[src/rtl/hamming_seq_ctrl.sv]
// Serialises chunked x/y word pairs into a bit-serial Hamming accumulator and returns the distance.
// Define HAMMING_SEQ_THRESH_EN to add the thresh input and registered res_match output.
module hamming_seq_ctrl #(
  parameter int unsigned N     = 1600,
  parameter int unsigned CHUNK = 32,
  parameter int unsigned OW    = 11
) (
  input  logic             clk,
  input  logic             rst,
  input  logic             in_valid,
  output logic             in_ready,
  input  logic [CHUNK-1:0] in_x,
  input  logic [CHUNK-1:0] in_y,
`ifdef HAMMING_SEQ_THRESH_EN
  input  logic [OW-1:0]    thresh,
  output logic             res_match,
`endif
  output logic             acc_rst,
  output logic             acc_x,
  output logic             acc_y,
  input  logic [OW-1:0]    acc_o,
  output logic             res_valid,
  input  logic             res_ready,
  output logic [OW-1:0]    res_data,
  output logic             busy
);

  localparam int unsigned CW         = $clog2(CHUNK + 1);
  localparam int unsigned FirstChunk = (CHUNK < N) ? CHUNK : N;

  typedef enum logic [1:0] {StIdle, StRun, StCapture, StOut} state_e;

  state_e           state;
  logic [CHUNK-1:0] xs;
  logic [CHUNK-1:0] ys;
  logic [CW-1:0]    chunk_left;
  logic [OW-1:0]    bits_left;
  logic [OW-1:0]    rest;
  logic [CW-1:0]    next_chunk;
  logic             issue;
  logic             take;

  always_comb begin
    issue = (state == StRun) && (chunk_left != '0);
    // Bits of the job not yet held in the shift registers.
    rest  = bits_left - OW'(chunk_left);
    if (32'(rest) >= CHUNK) begin
      next_chunk = CW'(CHUNK);
    end else begin
      next_chunk = CW'(rest);
    end
    unique case (state)
      StIdle:  in_ready = 1'b1;
      StRun:   in_ready = (chunk_left <= CW'(1)) && (rest != '0);
      default: in_ready = 1'b0;
    endcase
    take    = in_valid && in_ready;
    acc_rst = (state == StIdle);
    acc_x   = issue && xs[0];
    acc_y   = issue && ys[0];
    busy    = (state != StIdle);
  end

  always_ff @(posedge clk or posedge rst) begin
    if (rst) begin
      state      <= StIdle;
      xs         <= '0;
      ys         <= '0;
      chunk_left <= '0;
      bits_left  <= '0;
      res_valid  <= 1'b0;
      res_data   <= '0;
`ifdef HAMMING_SEQ_THRESH_EN
      res_match  <= 1'b0;
`endif
    end else begin
      unique case (state)
        StIdle: begin
          if (take) begin
            xs         <= in_x;
            ys         <= in_y;
            chunk_left <= CW'(FirstChunk);
            bits_left  <= OW'(N);
            state      <= StRun;
          end
        end
        StRun: begin
          // A reload only happens when the current chunk is on its last bit or already empty.
          if (take) begin
            xs         <= in_x;
            ys         <= in_y;
            chunk_left <= next_chunk;
            bits_left  <= issue ? bits_left - OW'(1) : bits_left;
          end else if (issue) begin
            xs         <= xs >> 1;
            ys         <= ys >> 1;
            chunk_left <= chunk_left - CW'(1);
            bits_left  <= bits_left - OW'(1);
          end
          if (issue && (bits_left == OW'(1))) begin
            state <= StCapture;
          end
        end
        StCapture: begin
          res_data  <= acc_o;
          res_valid <= 1'b1;
`ifdef HAMMING_SEQ_THRESH_EN
          res_match <= (acc_o <= thresh);
`endif
          state     <= StOut;
        end
        StOut: begin
          if (res_ready) begin
            res_valid <= 1'b0;
            state     <= StIdle;
          end
        end
        default: state <= StIdle;
      endcase
    end
  end

endmodule

[config.mk]
export PLATFORM = sky130hd
export DESIGN_NAME = hamming_seq_ctrl
export DESIGN_NICKNAME = d
export VERILOG_FILES = /design/src/rtl/hamming_seq_ctrl.sv
export SDC_FILE = /design/constraint.sdc
export NUM_CORES = 1
export LEC_CHECK = 0
export CELL_PAD_IN_SITES_DETAIL_PLACEMENT = 1
export CELL_PAD_IN_SITES_GLOBAL_PLACEMENT = 1
export CORE_MARGIN = 2
export CORE_UTILIZATION = 42
export DETAILED_ROUTE_END_ITERATION = 7
export PLACE_DENSITY_LB_ADDON = 0.1
export SLEW_MARGIN = 10
export SYNTH_ARGS = -nofsm -noshare
export SYNTH_HDL_FRONTEND = slang
export SYNTH_SLANG_ARGS = --single-unit
[constraint.sdc]
create_clock -name clk -period 4.05 [get_ports clk]
set_clock_uncertainty 0.15 [all_clocks]
set_input_delay 1.0125 -clock clk [delete_from_list [all_inputs] [get_ports clk]]
set_output_delay 1.0125 -clock clk [all_outputs]
set_load 0.01 [all_outputs]
# Yosys cells after proc, flatten, opt, wreduce, memory -nomap -nowiden
# Cells that the tools add are included.
# classes
add_sub_neg	3
n_lt_le_gt_ge	2
n_eq_ne	9
n_mux	23
reduce_logical	16
# ops
op	n
32-bit two-way mux	6
32-bit one-hot mux with 2 select lines	2
6-bit two-way mux	4
11-bit two-way mux	2
11-bit one-hot mux with 2 select lines	1
6-bit one-hot mux with 2 select lines	1
11-bit by 1-bit == test with 1-bit output, second input constant	1
11-bit by 6-bit >= comparator with 1-bit output, second input constant	1
11-bit nonzero test	1
11-bit by 1-bit subtractor with 11-bit output, second input constant	1
11-bit by 6-bit subtractor with 11-bit output	1
3-bit AND reduction	3
2-bit one-hot mux with 4 select lines	1
6-bit by 1-bit <= comparator with 1-bit output, second input constant	1
1-bit logical AND	6
2-bit two-way mux	3
2-bit nonzero test	3
6-bit nonzero test	1
6-bit by 1-bit subtractor with 6-bit output, second input constant	1
2-bit == test, second input constant	2
2-bit by 1-bit inequality test with 1-bit output, second input constant	2
2-bit inequality test, second input constant	2
1-bit one-hot mux with 2 select lines	2
3-bit inequality test, second input constant	1
4 further kinds	4
# word_totals
reg_bits	95
out_inout_bits	17
elab_cells	60

# Depth between registers and ports, before layout
# depth
ltp_word	7
mapped_depth	12
depth_no_buf	10

# Worst setup path before layout
# OpenSTA, ideal clock, no wires.
# synth_timing
path_kind	flip-flop to output port
startpoint	register chunk_left[5]
endpoint	output port in_ready
arrival_time_ps	1961
path_slack_ps	926
stages_incl_launch_ff	10
n_path_buf	0
cell_sequence	dfrtp_1 -> inv_1 -> ha_1 -> or4_1 -> a2bb2oi_1 -> o21ai_0 -> a221oi_4 -> nand3_1 -> nand2_1 -> nand2_1
# synth_via
elab_chain_len	4
# synth_rtl
item	line_no	text
start, declared	36	logic [CW-1:0] chunk_left;
start signal, assigned	82	chunk_left <= CW'(FirstChunk);
start signal, assigned	92	chunk_left <= next_chunk;
start signal, assigned	97	chunk_left <= chunk_left - CW'(1);
11-bit by 6-bit subtractor with 11-bit output	46	rest = bits_left - OW'(chunk_left);
11-bit nonzero test	54	StRun: in_ready = (chunk_left <= CW'(1)) && (rest != '0);
1-bit logical AND (*)	54	
1-bit one-hot mux with 2 select lines (*)	52	unique case (state)
end, declared	11	output logic in_ready,
# Mark *: on every way between the ends. The rest lies on a longest branch, timed or not.

# Worst setup path in the final report
# Same ends and word-level chain as after synthesis.

==> report_table.html <==
<table>
<tr><th>Metric</th><th>Value</th></tr>
<tr><th colspan="2">Critical path</th></tr>
<tr><td>FF-to-FF Start</td><td>bits_left[4]</td></tr>
<tr><td>Highest net fanout along the worst path</td><td>7</td></tr>
<tr><td>Endpoint required time on the critical path</td><td>2890 ps</td></tr>
<tr><td>Crit start category</td><td>register</td></tr>
<tr><td>Critical setup path kind</td><td>register to output pin</td></tr>
<tr><td>Standard cell with the maximum stage delay on the critical path</td><td>sky130_fd_sc_hd__or4b_1</td></tr>
<tr><td>Most frequent CP cell</td><td>sky130_fd_sc_hd__nand2_1</td></tr>
<tr><td>Maximum cell stage delay along the critical path</td><td>470 ps</td></tr>
<tr><td>Worst Path Arrival</td><td>2700 ps</td></tr>
<tr><td>Worst-path cell chain</td><td>inv_1 -&gt; ha_1 -&gt; or4b_1 -&gt; a21o_1 -&gt; a221oi_4 -&gt; nand3_1 -&gt; nand2_1 -&gt; nand2_1 -&gt; dlygate4sd2_1</td></tr>
<tr><td>Launching instance or port of the critical path</td><td>chunk_left[5]</td></tr>
<tr><td>Cell family with most CP delay</td><td>simple AND/OR/NAND/NOR gates</td></tr>
<tr><td>Reg2reg setup slack</td><td>620 ps</td></tr>
<tr><td>Sort of element at the end of the critical path</td><td>output pin</td></tr>
<tr><td>Number of buffers and inverters on the critical path</td><td>2</td></tr>
<tr><th colspan="2">Clock network</th></tr>
<tr><td>Quantity of hold-fixing buffers added after cts</td><td>0</td></tr>
<tr><td>CTS H-Tree Depth</td><td>3</td></tr>
<tr><td>Library cell used as clock root buffer</td><td>sky130_fd_sc_hd__clkbuf_16</td></tr>
<tr><td>Number of buffers created by CTS</td><td>9</td></tr>
<tr><td>Clock latency on the worst-skew pair</td><td>350 ps</td></tr>
<tr><td>Clock tree from TritonCTS</td><td>yes</td></tr>
<tr><td>Clock slew seen by the registers of the worst setup and hold paths</td><td>70 ps</td></tr>
<tr><td>Largest buffer count on any clock path</td><td>2</td></tr>
<tr><td>Clock sink count</td><td>95</td></tr>
<tr><th colspan="2">Finish</th></tr>
<tr><td>Number of fillers in the final layout</td><td>1439</td></tr>
<tr><td>Ratio of cells with drive above 1 in the final layout</td><td>16.6%</td></tr>
<tr><td>Total area of sequential cells</td><td>0.00238 mm^2</td></tr>
<tr><td>Utilization of the core after routing</td><td>53.6%</td></tr>
<tr><td>Area added between synthesis and finish</td><td>24.9%</td></tr>
<tr><td>Final antenna diode count</td><td>0</td></tr>
<tr><td>Multi-input gate area</td><td>0.00299 mm^2</td></tr>
<tr><td>Number of nets at the end of the flow</td><td>747</td></tr>
<tr><td>Final cell area excluding filler cells</td><td>0.00707 mm^2</td></tr>
<tr><th colspan="2">Run</th></tr>
<tr><td>Max-cap violations</td><td>0</td></tr>
<tr><th colspan="2">Power and ir drop</th></tr>
<tr><td>Maximum resistive drop on vdd</td><td>0.270 mV</td></tr>
<tr><td>Internal</td><td>3.30 mW</td></tr>
<tr><td>Cell area power density</td><td>763 mW/mm^2</td></tr>
<tr><td>Switching share of power</td><td>38.7%</td></tr>
<tr><td>Fraction of power consumed by sequential logic</td><td>29.5%</td></tr>
<tr><td>Comb pwr share</td><td>52.3%</td></tr>
<tr><td>Static leakage</td><td>3.02 nW</td></tr>
<tr><td>Clock network fraction of design power</td><td>18.1%</td></tr>
<tr><td>Tot Pwr</td><td>5.39 mW</td></tr>
<tr><td>Switching pwr</td><td>2.09 mW</td></tr>
<tr><th colspan="2">Timing</th></tr>
<tr><td>Total negative setup slack</td><td>0 ps</td></tr>
<tr><td>Fin crit period</td><td>3860 ps</td></tr>
<tr><td>Pins Over Slew Limit</td><td>0</td></tr>
<tr><td>Min setup slack post-route</td><td>186 ps</td></tr>
<tr><td>Slew @ Worst Pin</td><td>694 ps</td></tr>
<tr><td>Tightest slew margin relative to the limit</td><td>53.7%</td></tr>
<tr><td>Fin crit share</td><td>95.4%</td></tr>
<tr><td>Number of hold violations in the final report</td><td>0</td></tr>
<tr><td>Setup violators final</td><td>0</td></tr>
<tr><td>Max Clock Freq</td><td>0.259 GHz</td></tr>
<tr><td>RSZ-0062 raised after global routing</td><td>no</td></tr>
<tr><th colspan="2">Synthesis</th></tr>
<tr><td>Count of warnings emitted by yosys</td><td>0</td></tr>
<tr><td>Average cell area after synthesis</td><td>9.93 um^2</td></tr>
<tr><td>Library cell with the largest summed area after synthesis</td><td>sky130_fd_sc_hd__dfrtp_1</td></tr>
<tr><td>Fraction of registers with async set/reset</td><td>100%</td></tr>
<tr><td>Top cells by area in the synthesized netlist</td><td>sky130_fd_sc_hd__dfrtp_1, sky130_fd_sc_hd__mux2_4, sky130_fd_sc_hd__nand2_1, sky130_fd_sc_hd__o21ai_0, sky130_fd_sc_hd__ha_1</td></tr>
<tr><td>Area share of the largest cell type after synthesis</td><td>42.0%</td></tr>
<tr><td>Total of flip-flops plus latches after synthesis</td><td>95</td></tr>
<tr><td>Top cells by instance count after synthesis</td><td>sky130_fd_sc_hd__nand2_1, sky130_fd_sc_hd__dfrtp_1, sky130_fd_sc_hd__o21ai_0</td></tr>
<tr><td>EDFF count, synth</td><td>0</td></tr>
<tr><td>Number of instances in the synthesized netlist</td><td>570</td></tr>
<tr><td>Syn nets</td><td>664</td></tr>
<tr><td>Most frequent cell after synthesis</td><td>sky130_fd_sc_hd__nand2_1</td></tr>
<tr><td>Mapped Area</td><td>0.00566 mm^2</td></tr>
<tr><td>Fraction of the yosys area taken by sequential cells</td><td>42.0%</td></tr>
<tr><td>Count of unique library cells instantiated by Yosys</td><td>49</td></tr>
<tr><td>Top_reg_cell synth</td><td>sky130_fd_sc_hd__dfrtp_1</td></tr>
<tr><th colspan="2">Floorplan</th></tr>
<tr><td>Number of rows created at floorplan</td><td>42</td></tr>
<tr><td>Die height</td><td>120 um</td></tr>
<tr><td>Chip Width</td><td>120 um</td></tr>
<tr><td>I/O Pins</td><td>96</td></tr>
<tr><td>DIE AREA</td><td>0.0144 mm^2</td></tr>
<tr><td>Initial cell density of the core</td><td>42.9%</td></tr>
<tr><td>Core footprint</td><td>0.0132 mm^2</td></tr>
<tr><th colspan="2">GRT</th></tr>
<tr><td>Leftover overflow at the end of global routing</td><td>0</td></tr>
<tr><td>Largest net degree at the start of global routing</td><td>59</td></tr>
<tr><td>All-layer global routing usage</td><td>20.8%</td></tr>
<tr><td>Wire length of the first global-routing pass</td><td>23.8 mm</td></tr>
<tr><td>Number of antenna violations at the first check in global routing</td><td>0</td></tr>
<tr><td>Vias in the first global route</td><td>4720</td></tr>
<tr><th colspan="2">Drt</th></tr>
<tr><td>Pre-antenna DRT Iters</td><td>4</td></tr>
<tr><td>Number of vias after detailed routing</td><td>4407</td></tr>
<tr><td>DRT Wirelength</td><td>14.2 mm</td></tr>
<tr><td>DRC violation total after the first TritonRoute iteration</td><td>218</td></tr>
<tr><td>Residual DRC</td><td>0</td></tr>
<tr><td>Post-DRT Antenna Nets</td><td>0</td></tr>
<tr><td>Routed length per instance</td><td>17.1 um</td></tr>
<tr><td>Per-cell via count in the routed design</td><td>5.29</td></tr>
<tr><th colspan="2">Placed design</th></tr>
<tr><td>Quantity of I/O buffers inserted on ports</td><td>95</td></tr>
<tr><td>Placer's final routability congestion estimate</td><td>0.813</td></tr>
<tr><td>Pre-CTS setup slack</td><td>225 ps</td></tr>
<tr><td>HPWL after detailed placement</td><td>9.91 mm</td></tr>
<tr><td>Dpl cell area</td><td>0.00670 mm^2</td></tr>
<tr><th colspan="2">Status</th></tr>
<tr><td>Run status</td><td>completed</td></tr>
<tr><th colspan="2">Min path</th></tr>
<tr><td>Path type of the worst min-delay path</td><td>register to register</td></tr>
<tr><td>Launch instance of the worst min-delay path</td><td>res_data[1]</td></tr>
</table>
state kept, by name, summed over array words and instances, names as in the netlist:
register,flops
chunk_left,6
res_valid,1
res_data,11
xs,32
ys,32
state,2
bits_left,11
area by class of cell:
cell class / count / area share, %
tap: 176 / 3.12
sequential: 95 / 33.7
clock buffer: 11 / 3.29
clock inverter: 4 / 1.35
multi-input combinational: 423 / 42.3
timing repair buffer: 109 / 15.5
inverter: 15 / 0.832
final timing paths:
kind,endpoint,depth (start not counted)
setup reg to reg,ys[13],10
hold / removal,res_data[1],1
min in group asynchronous,res_data[9],2
max in group asynchronous,ys[11],3
setup / recovery,in_ready,9
hold reg to reg,res_data[1],1
metal layers:
layer / vias to the layer above / track usage, % / share of wire (%)
met5: - / 0 / 0
met4: 0 / 5.44 / 1.2
met3: 12 / 4.85 / 3.8
met2: 91 / 34.2 / 48
met1: 2188 / 27.6 / 47
li1: 2116 / - / -
cell usage in the layout, fill, tap and decap left out, types with 3 or more instances in the layout:
cell type,instances
sky130_fd_sc_hd__a211o_1,3
sky130_fd_sc_hd__a21o_1,4
sky130_fd_sc_hd__a21oi_1,9
sky130_fd_sc_hd__a22o_1,5
sky130_fd_sc_hd__and3_1,4
sky130_fd_sc_hd__buf_12,3
sky130_fd_sc_hd__buf_4,11
sky130_fd_sc_hd__bufinv_16,3
sky130_fd_sc_hd__clkbuf_16,9
sky130_fd_sc_hd__clkdlybuf4s50_1,94
sky130_fd_sc_hd__dfrtp_1,94
sky130_fd_sc_hd__ha_1,13
sky130_fd_sc_hd__inv_1,14
sky130_fd_sc_hd__mux2_2,11
sky130_fd_sc_hd__mux2_4,62
sky130_fd_sc_hd__mux2i_1,4
sky130_fd_sc_hd__nand2_1,145
sky130_fd_sc_hd__nand2b_1,4
sky130_fd_sc_hd__nand3_1,6
sky130_fd_sc_hd__nand4_1,3
sky130_fd_sc_hd__nor2_1,17
sky130_fd_sc_hd__nor2b_1,3
sky130_fd_sc_hd__nor3_1,6
sky130_fd_sc_hd__o211ai_1,6
sky130_fd_sc_hd__o21ai_0,71
sky130_fd_sc_hd__o21ai_1,9
sky130_fd_sc_hd__xnor2_1,7
power groups by stage:
stage	combinational [mW]	clock [mW]	sequential [mW]
global placement	2.65	0	1.57
detailed placement	2.78	0	1.60
floorplan	2.11	0	1.55
global route	3.11	1.03	1.64
finish	2.82	0.978	1.59
CTS	2.84	0.996	1.59
timing repair:
item	4_1_cts	5_1_grt
endpoints found under the hold margin	0	0
resized for setup	4	0
pin swaps	1	1
setup endpoints to repair	1	1
buffers inserted	3	1
gates cloned	0	0
through the flow:
stage	std cells	hold WS, ps
final	833	355
after global routing	833	373
after CTS	832	362
after detailed placement	814	347
after global placement	814	338
after floorplan	570	350
kinds of logic (layout without fill, tap and decap cells):
logic type | Yosys count | after routing | synth area share (%)
simple gates | 204 | 204 | 15.6
compound gates | 117 | 117 | 12.4
flops | 95 | 95 | 42.0
mux | 78 | 78 | 19.5
buf+inv | 52 | 139 | 5.57
fa+ha+maj | 15 | 15 | 3.45
xor+xnor | 9 | 9 | 1.39
Power figures use the tool's default switching activity.
